==> config.mk <==
export PLATFORM = sky130hd
export DESIGN_NAME = parking_occupancy_tracker
export DESIGN_NICKNAME = d
export VERILOG_FILES = /design/src/rtl/parking_pkg.sv /design/src/rtl/space_debouncer.sv /design/src/rtl/parking_occupancy_tracker.sv
export SDC_FILE = /design/constraint.sdc
export NUM_CORES = 1
export LEC_CHECK = 0
export CORE_MARGIN = 5
export CORE_UTILIZATION = 59
export CTS_CLUSTER_SIZE = 10
export DETAILED_ROUTE_END_ITERATION = 8
export PLACE_DENSITY = 0.83
export SETUP_SLACK_MARGIN = 0.3
export SYNTH_ARGS = -nofsm -noshare
export SYNTH_HDL_FRONTEND = slang
export SYNTH_SLANG_ARGS = --single-unit
export TNS_END_PERCENT = 20
==> constraint.sdc <==
create_clock -name clk -period 21.8 [get_ports clk]
set_input_delay 4.36 -clock clk [delete_from_list [all_inputs] [get_ports clk]]
set_output_delay 4.36 -clock clk [all_outputs]
set_load 0.005 [all_outputs]
==> src/rtl/parking_pkg.sv <==
// parking_pkg: shared definitions for the parking occupancy tracker.
//   - gate_state_t  : entry-gate FSM state encoding
//   - count_width() : width needed to hold a count of 0..n
//   - DEF_*         : default parameter values
package parking_pkg;

    localparam int unsigned DEF_SPACES          = 8;
    localparam int unsigned DEF_DEBOUNCE_CYCLES = 4;
    localparam int unsigned DEF_GRANT_TIMEOUT   = 64;

    typedef enum logic [1:0] {
        IDLE  = 2'd0,
        GRANT = 2'd1,
        HOLD  = 2'd2
    } gate_state_t;

    function automatic int unsigned count_width(input int unsigned n);
        return $clog2(n + 1);
    endfunction

endpackage

==> src/rtl/space_debouncer.sv <==
// space_debouncer: per-bay 2-flop synchroniser with optional debounce.
// Build option: PARKING_DEBOUNCE_EN adds a per-bay counter; `stable`
// flips only after DEBOUNCE_CYCLES consecutive synchronised samples
// differ from it. Without it, `stable` is the synchroniser output.
// Ports:
//   clk    in  clock, rising edge
//   rst_n  in  asynchronous active-low reset
//   sensor in  raw bay sensor, asynchronous to clk
//   stable out synchronised (and debounced) occupancy
module space_debouncer
    import parking_pkg::*;
#(
    parameter int unsigned DEBOUNCE_CYCLES = DEF_DEBOUNCE_CYCLES
) (
    input  logic clk,
    input  logic rst_n,
    input  logic sensor,
    output logic stable
);

    if (DEBOUNCE_CYCLES < 1) begin : g_bad_debounce
        $error("DEBOUNCE_CYCLES must be at least 1");
    end

    logic sync_q1;
    logic sync_q2;

    always_ff @(posedge clk or negedge rst_n) begin
        if (!rst_n) begin
            sync_q1 <= 1'b0;
            sync_q2 <= 1'b0;
        end else begin
            sync_q1 <= sensor;
            sync_q2 <= sync_q1;
        end
    end

`ifdef PARKING_DEBOUNCE_EN
    localparam int unsigned DW = $clog2(DEBOUNCE_CYCLES + 1);
    localparam logic [DW-1:0] LAST = DW'(DEBOUNCE_CYCLES - 1);

    logic [DW-1:0] cnt_q;
    logic          stable_q;

    // The counter holds how many consecutive differing samples have
    // been seen; the DEBOUNCE_CYCLES-th one commits the change.
    always_ff @(posedge clk or negedge rst_n) begin
        if (!rst_n) begin
            cnt_q    <= '0;
            stable_q <= 1'b0;
        end else if (sync_q2 == stable_q) begin
            cnt_q <= '0;
        end else if (cnt_q == LAST) begin
            cnt_q    <= '0;
            stable_q <= sync_q2;
        end else begin
            cnt_q <= cnt_q + DW'(1);
        end
    end

    assign stable = stable_q;
`else
    assign stable = sync_q2;
`endif

endmodule

==> src/rtl/parking_occupancy_tracker.sv <==
// parking_occupancy_tracker: synchronises/debounces bay sensors, registers
// parked/empty/available counts and runs the entry-gate reservation
// handshake with a reservation timeout.
// Build option: PARKING_DEBOUNCE_EN enables per-bay sensor debounce.
// Ports:
//   clk, rst_n     clock (rising edge), async active-low reset
//   sensor_i       raw per-bay occupancy, 1 = car present
//   entry_req      gate request (4-phase level handshake)
//   entry_gnt      grant, held until entry_req drops
//   parked         debounced occupied-bay count
//   empty          SPACES - parked
//   available      empty - reserved, floored at 0
//   reserved       outstanding reservations
//   full           available == 0
//   timeout_pulse  one-cycle pulse when reservations expire
module parking_occupancy_tracker
    import parking_pkg::*;
#(
    parameter  int unsigned SPACES          = DEF_SPACES,
    parameter  int unsigned DEBOUNCE_CYCLES = DEF_DEBOUNCE_CYCLES,
    parameter  int unsigned GRANT_TIMEOUT   = DEF_GRANT_TIMEOUT,
    localparam int unsigned CW              = count_width(SPACES)
) (
    input  logic              clk,
    input  logic              rst_n,
    input  logic [SPACES-1:0] sensor_i,
    input  logic              entry_req,
    output logic              entry_gnt,
    output logic [CW-1:0]     parked,
    output logic [CW-1:0]     empty,
    output logic [CW-1:0]     available,
    output logic [CW-1:0]     reserved,
    output logic              full,
    output logic              timeout_pulse
);

    localparam int unsigned TW = $clog2(GRANT_TIMEOUT);

    if (SPACES < 1) begin : g_bad_spaces
        $error("SPACES must be at least 1");
    end
    if (GRANT_TIMEOUT < 2) begin : g_bad_timeout
        $error("GRANT_TIMEOUT must be at least 2");
    end

    logic [SPACES-1:0] stable;

    for (genvar i = 0; i < SPACES; i++) begin : g_bay
        space_debouncer #(
            .DEBOUNCE_CYCLES(DEBOUNCE_CYCLES)
        ) u_debouncer (
            .clk   (clk),
            .rst_n (rst_n),
            .sensor(sensor_i[i]),
            .stable(stable[i])
        );
    end

    logic [CW-1:0] parked_d;
    always_comb begin
        parked_d = '0;
        for (int unsigned i = 0; i < SPACES; i++) begin
            parked_d = parked_d + CW'(stable[i]);
        end
    end

    gate_state_t state_q, state_d;
    logic        grant;

    always_ff @(posedge clk or negedge rst_n) begin
        if (!rst_n) state_q <= IDLE;
        else        state_q <= state_d;
    end

    // The reservation is taken on the IDLE->GRANT edge so that reserved
    // and available update on the same edge entry_gnt rises.
    always_comb begin
        state_d   = state_q;
        grant     = 1'b0;
        entry_gnt = 1'b0;
        unique case (state_q)
            IDLE: begin
                if (entry_req && available != '0) begin
                    state_d = GRANT;
                    grant   = 1'b1;
                end
            end
            GRANT: begin
                entry_gnt = 1'b1;
                state_d   = HOLD;
            end
            HOLD: begin
                entry_gnt = 1'b1;
                if (!entry_req) state_d = IDLE;
            end
            default: state_d = IDLE;
        endcase
    end

    logic [TW-1:0] timer_q, timer_d;
    logic [CW-1:0] park_inc, dec, base, reserved_d, empty_d, available_d;
    logic [CW:0]   res_sum;
    logic          expire;

    // On expiry the clear wins over any park decrement, then a
    // same-cycle grant is added on top of the cleared value.
    always_comb begin
        park_inc    = (parked_d > parked) ? parked_d - parked : '0;
        dec         = (park_inc < reserved) ? park_inc : reserved;
        expire      = (reserved != '0) && (timer_q == TW'(GRANT_TIMEOUT - 1));
        base        = expire ? '0 : reserved - dec;
        res_sum     = {1'b0, base} + (CW+1)'(grant);
        reserved_d  = (res_sum > (CW+1)'(SPACES)) ? CW'(SPACES) : res_sum[CW-1:0];
        empty_d     = CW'(SPACES) - parked_d;
        available_d = (empty_d > reserved_d) ? empty_d - reserved_d : '0;
        if (grant || dec != '0 || expire) timer_d = '0;
        else if (reserved != '0)          timer_d = timer_q + TW'(1);
        else                              timer_d = '0;
    end

    always_ff @(posedge clk or negedge rst_n) begin
        if (!rst_n) begin
            parked        <= '0;
            empty         <= CW'(SPACES);
            available     <= CW'(SPACES);
            reserved      <= '0;
            timer_q       <= '0;
            timeout_pulse <= 1'b0;
        end else begin
            parked        <= parked_d;
            empty         <= empty_d;
            available     <= available_d;
            reserved      <= reserved_d;
            timer_q       <= timer_d;
            timeout_pulse <= expire;
        end
    end

    assign full = (available == '0);

endmodule

==> impl_metrics.yaml, run 1 <==
clocking:
  clkTransAtPathRegs_ps: 80
  cts_buffer_depth: 2
  cts_root_buffer: "clkbuf_8"
  insertion_delay_ps: 290
  cts_num_sinks: 40
  cts_buffers: 5
  cts_tree: "built"
  cts_setup_buffers: 0
  htreeDepth: 2
  holdBufCountCts: 0
  cts_resized: 0
sta:
  hold_viol_final: 0
  skew_ps: 4.538
  max_freq_mhz: 123.1
  drv_slew: 0
  finalCritPeriodShare: 0.3727
  rsz0062_at_grt: "false"
  period_needed_ps: 8124
  final-setup-viol-count: 0
  worst_pin_slew_ps: 835.5
  worst_hold_slack_ps: 351.2
  fin_tns_setup_ps: 0
  maxSlewHeadroom: 0.4430
die:
  start_util: 0.6195
  fp.dieW_um: 72.47
  die_area_um2: 5251
  core_um2: 3716
  pin_count: 30
  std_cell_rows: 22
  dieHeight_um: 72.47
layout:
  finalNetCount: 283
  final_cell_mix: "dfrtp_1, clkdlybuf4s50_1, ha_1, inv_1, nor2_1"
  instances_no_fill: 287
  drive_gt1_frac: 0.1088
  syn_to_final_growth_pct: 19.51
  final_common_cell: "dfrtp_1"
  fill_cells: 285
  num_antenna_cells: 0
place:
  dp.cells: 279
  io_buffers: 29
  place_congestion: 0.7699
  dp_hpwl_um: 3107
routing:
  wl_um: 3978
  ant_nets: 0
  route.detailed.drc: 0
  wire_per_inst_um: 13.86
  dr.first_iter.drc_count: 62
  vias: 1534
  vias_per_cell: 5.345
  firstDrtPassIters: 4
global_routing:
  grt_max_degree: 41
  antenna_found_initial: 0
  grt_usage: 0.1775
  grt_pass1_wl_um: 7348
  grt_pass1_vias: 1716
  overflow: 0
setup_path:
  cp.required_ps: 21990
  cp-start-kind: "register"
  cp.arrival_ps: 8310
  crit_slowest_cell: "fa_1"
  cp-end-kind: "register"
  r2r_slack_ps: 13680
  critPathKind: "register to register"
  crit_fanout: 7
  critical_path.most_common_cell: "fa_1"
  critPathMaxStageDelay_ps: 560
logic_synthesis:
  syn_area_um2: 2302
  synthesis.nets: 249
  yosysWarnings: 0
  syn_avg_cell_area_um2: 11.29
  yosys_register_bits: 40
  syn_inst: 204
  yosysUniqueCellTypes: 45
  yosysSeqAreaShare: 0.4359
run:
  maxCapViolations: 0
run_status:
  outcome: "complete, no violations"
min_path:
  hold_class: "register to register"
==> cell type report <==
class / count / area, um2 / share of cell area
tap: 48 / 60.06 / 0.02183
multi-input combinational: 136 / 1190 / 0.4325
sequential: 40 / 1003 / 0.3647
clock inverter: 3 / 46.29 / 0.01683
timing repair buffer: 29 / 285.3 / 0.1037
inverter: 26 / 97.59 / 0.03547
clock buffer: 5 / 68.82 / 0.02501
==> synthesized netlist by cell type (all sizes together) <==
| cell type | n | area, um2 |
|---|---|---|
| and2 | 5 | 31.28 |
| xor2 | 7 | 61.31 |
| buf | 1 | 7.510 |
| inv | 26 | 97.59 |
| or2 | 3 | 18.77 |
| o21ai | 3 | 15.01 |
| and4b | 1 | 10.01 |
| o22ai | 1 | 6.260 |
| nor4bb | 1 | 10.01 |
| xnor2 | 5 | 43.79 |
| o221ai | 1 | 8.760 |
| ha | 27 | 337.8 |
| a211o | 1 | 8.760 |
| dfstp | 2 | 52.55 |
| nand2b | 2 | 12.51 |
| nor3 | 1 | 5.000 |
| a31oi | 2 | 12.51 |
| and3 | 7 | 52.55 |
| mux2i | 2 | 20.02 |
| a22oi | 1 | 7.510 |
| a21boi | 1 | 7.510 |
| a21o | 6 | 46.30 |
| nand3b | 1 | 7.510 |
| or4 | 2 | 22.52 |
| mux2 | 2 | 22.52 |
| nor4 | 1 | 12.51 |
| nand2 | 8 | 30.03 |
| fa | 7 | 140.1 |
| clkbuf | 1 | 3.750 |
| nand3 | 5 | 25.02 |
| nor2 | 11 | 41.29 |
| dfrtp | 38 | 950.9 |
| o211ai | 1 | 21.27 |
| a211oi | 2 | 20.02 |
| nand4 | 1 | 6.260 |
| a2111oi | 1 | 27.53 |
| nor2b | 6 | 37.54 |
| a41o | 1 | 10.01 |
| a21oi | 10 | 50.05 |
==> final timing paths <==
kind / cells past startpoint / startpoint / to
min reg2reg: 0 / g_bay[7].u_debouncer.sync_q1 / g_bay[7].u_debouncer.stable
min: 0 / g_bay[7].u_debouncer.sync_q1 / g_bay[7].u_debouncer.stable
min in group asynchronous: 1 / rst_n / available[2]
max: 31 / g_bay[0].u_debouncer.stable / available[2]
max reg2reg: 31 / g_bay[0].u_debouncer.stable / available[2]
max in group asynchronous: 1 / rst_n / g_bay[4].u_debouncer.sync_q1
==> through the flow <==
step	utilization	cell area, um2	worst slack (ps)
global placement	0.7094	2636	13920
CTS	0.7404	2751	13660
global route	0.7404	2751	13070
floorplan	-	2302	14370
detailed placement	0.7094	2636	13670
finish	0.7404	2751	13680
==> flip-flops by register name (all words and copies together) (netlist names) <==
signal / cells
reserved: 4
empty: 4
timer_q: 6
parked: 3
state_q: 2
g_bay.u_debouncer.sync_q1: 8
g_bay.u_debouncer.stable: 8
available: 4
timeout_pulse: 1
==> critical path, delay by kind of cell, from the launching register on <==
| kind | cells | cell delay [ps] |
|---|---|---|
| adder cells (fa/ha/maj) | 11 | 4300 |
| multiplexers | 2 | 700 |
| flip-flops | 1 | 390 |
| AND/OR/NAND/NOR | 6 | 750 |
| buffers and inverters | 4 | 240 |
| AO/OA/AOI/OAI | 8 | 1640 |
==> cell families (layout without fill, tap and decap cells) <==
kind of cell	after synthesis	after routing	synth area share
muxes	4	4	0.01848
AOI/OAI and AO/OA	31	31	0.1049
buffers and inverters	28	63	0.04728
DFF	40	40	0.4359
xor gates and xnor gates	12	12	0.04565
and+or+nand+nor	55	55	0.1402
adders and majority gates	34	34	0.2076
==> per-layer routing <==
metal  GRT usage  vias to the layer above  share of wire
met3     0.04294                        6          0.041
li1            -                      750              -
met4     0.06148                        0          0.014
met2      0.3084                       25           0.49
met5           0                        -              0
met1      0.2149                      753           0.45
Power of run 1 is left out: the tool's default activity adds up to more than one toggle a clock period on the data nets, which glitch-free logic cannot reach.
==> run 2: changes to the inputs <==
- CORE_UTILIZATION: 59 -> 50
- PLACE_DENSITY: 0.83 -> 0.74
- clock period: 21.8 -> 6.8 ns (I/O delays scaled with it)
==> impl_metrics.yaml, run 2 (synthesis gave the netlist of run 1 again) <==
run_status:
  outcome: "finished with violations"
  violations: "negative setup slack"
setup_path:
  critPathKind: "register to register"
  cp.arrival_ps: 7480
  critPathMaxStageDelay_ps: 570
  r2r-end: "available[2]"
  cp-end-kind: "register"
  cp-start-kind: "register"
  r2r_slack_ps: -490
  rr_startpoint: "g_bay[0].u_debouncer.stable"
  worst_r2r_path_depth: 33
  crit_fanout: 5
  cp.required_ps: 6990
  crit_slowest_cell: "fa_2"
routing:
  route.detailed.drc: 0
  wl_um: 5712
  wire_per_inst_um: 16.09
  vias: 1819
  vias_per_cell: 5.124
  ant_nets: 0
  dr.first_iter.drc_count: 25
  firstDrtPassIters: 4
clocking:
  cts_num_sinks: 40
  htreeDepth: 2
  clkTransAtPathRegs_ps: 80
  cts_buffer_depth: 2
  cts_root_buffer: "clkbuf_8"
  insertion_delay_ps: 300
  cts_tree: "built"
  cts_buffers: 5
sta:
  skew_ps: 4.732
  maxSlewHeadroom: 0.4431
  period_needed_ps: 7288
  worst_hold_slack_ps: 350.7
  fin_tns_setup_ps: -3175
  worst_pin_slew_ps: 835.3
  rsz0062_at_grt: "true"
  max_freq_mhz: 137.2
  finalCritPeriodShare: 1.072
  drv_slew: 0
  final-setup-viol-count: 10
  setup_slack_ps: -488.4
  hold_viol_final: 0
global_routing:
  grt_pass1_vias: 2017
  overflow: 0
  grt_max_degree: 41
  grt_usage: 0.1877
  grt_pass1_wl_um: 9073
  antenna_found_initial: 0
place:
  io_buffers: 29
  dp.cells: 315
  dp_hpwl_um: 3524
  place_congestion: 0.8766
layout:
  finalNetCount: 347
  final_common_cell: "buf_4"
  drive_gt1_frac: 0.4290
  num_antenna_cells: 0
  syn_to_final_growth_pct: 54.89
  final_cell_mix: "buf_4, dfrtp_1, clkdlybuf4s50_1, buf_6, inv_1"
  post-route-util: 0.8078
  instances_no_fill: 355
die:
  dieHeight_um: 77.86
  start_util: 0.5215
  std_cell_rows: 24
  pin_count: 30
  core_um2: 4414
  die_area_um2: 6061
  fp.dieW_um: 77.86
min_path:
  min_to: "g_bay[2].u_debouncer.stable"
  hold_class: "register to register"
  whs_path_depth: 0
  min-delay-start: "g_bay[2].u_debouncer.sync_q1"
run:
  maxCapViolations: 0
[run 2: worst max path at each step]
stage                        end  depth (start not counted)  slack (ps)                         from
floorplan           available[2]                         33        -170  g_bay[3].u_debouncer.stable
global placement    available[2]                         32        -430  g_bay[3].u_debouncer.stable
detailed placement  available[2]                         32        -580  g_bay[3].u_debouncer.stable
CTS                 available[2]                         32        -380  g_bay[3].u_debouncer.stable
global route        available[2]                         33        -830  g_bay[0].u_debouncer.stable
finish              available[2]                         33        -490  g_bay[0].u_debouncer.stable
[run 2: through the flow]
stage,worst slack (ps),instance area (um2)
floorplan,-167.5,2391
global placement,-426.9,2970
detailed placement,-581.7,2970
CTS,-378.5,3322
global route,-829.3,3566
finish,-488.4,3566
[run 2: layout make-up]
type | instances | area [um2]
timing repair buffer | 93 | 848.3
fill | 262 | 848.3
sequential | 40 | 1003
clock buffer | 5 | 68.82
tap | 52 | 65.06
multi-input combinational | 136 | 1435
inverter | 26 | 97.59
clock inverter | 3 | 47.55
[run 2: repair_timing]
action | 4_1_cts | 5_1_grt
hold buffers | 0 | 0
setup endpoints to repair | 5 | 14
buffers inserted | 25 | 7
pin swaps | 13 | 24
gates resized for setup | 10 | 46
[run 2: critical path, delay by kind of cell, from the launching register on]
family	cells	cell delay, ps
buffers and inverters	5	280
AND/OR/NAND/NOR	9	870
adder cells (fa/ha/maj)	11	4060
multiplexers	2	640
AO/OA/AOI/OAI	6	910
flip-flops	1	400
[run 2: routing by layer]
layer,up-vias,track usage,share of wire
li1,879,-,-
met3,12,0.03472,0.026
met2,33,0.3230,0.54
met1,895,0.2202,0.40
met5,-,0,0
met4,0,0.09966,0.024
Power of run 2 is left out for the same reason.
==> run 3: changes to the inputs <==
- GPL_ROUTABILITY_DRIVEN: default -> 0
==> results of run 3 <==
Same layout as run 2: the final DEF is identical, and so are final timing and power.
Power of run 3 is left out for the same reason.
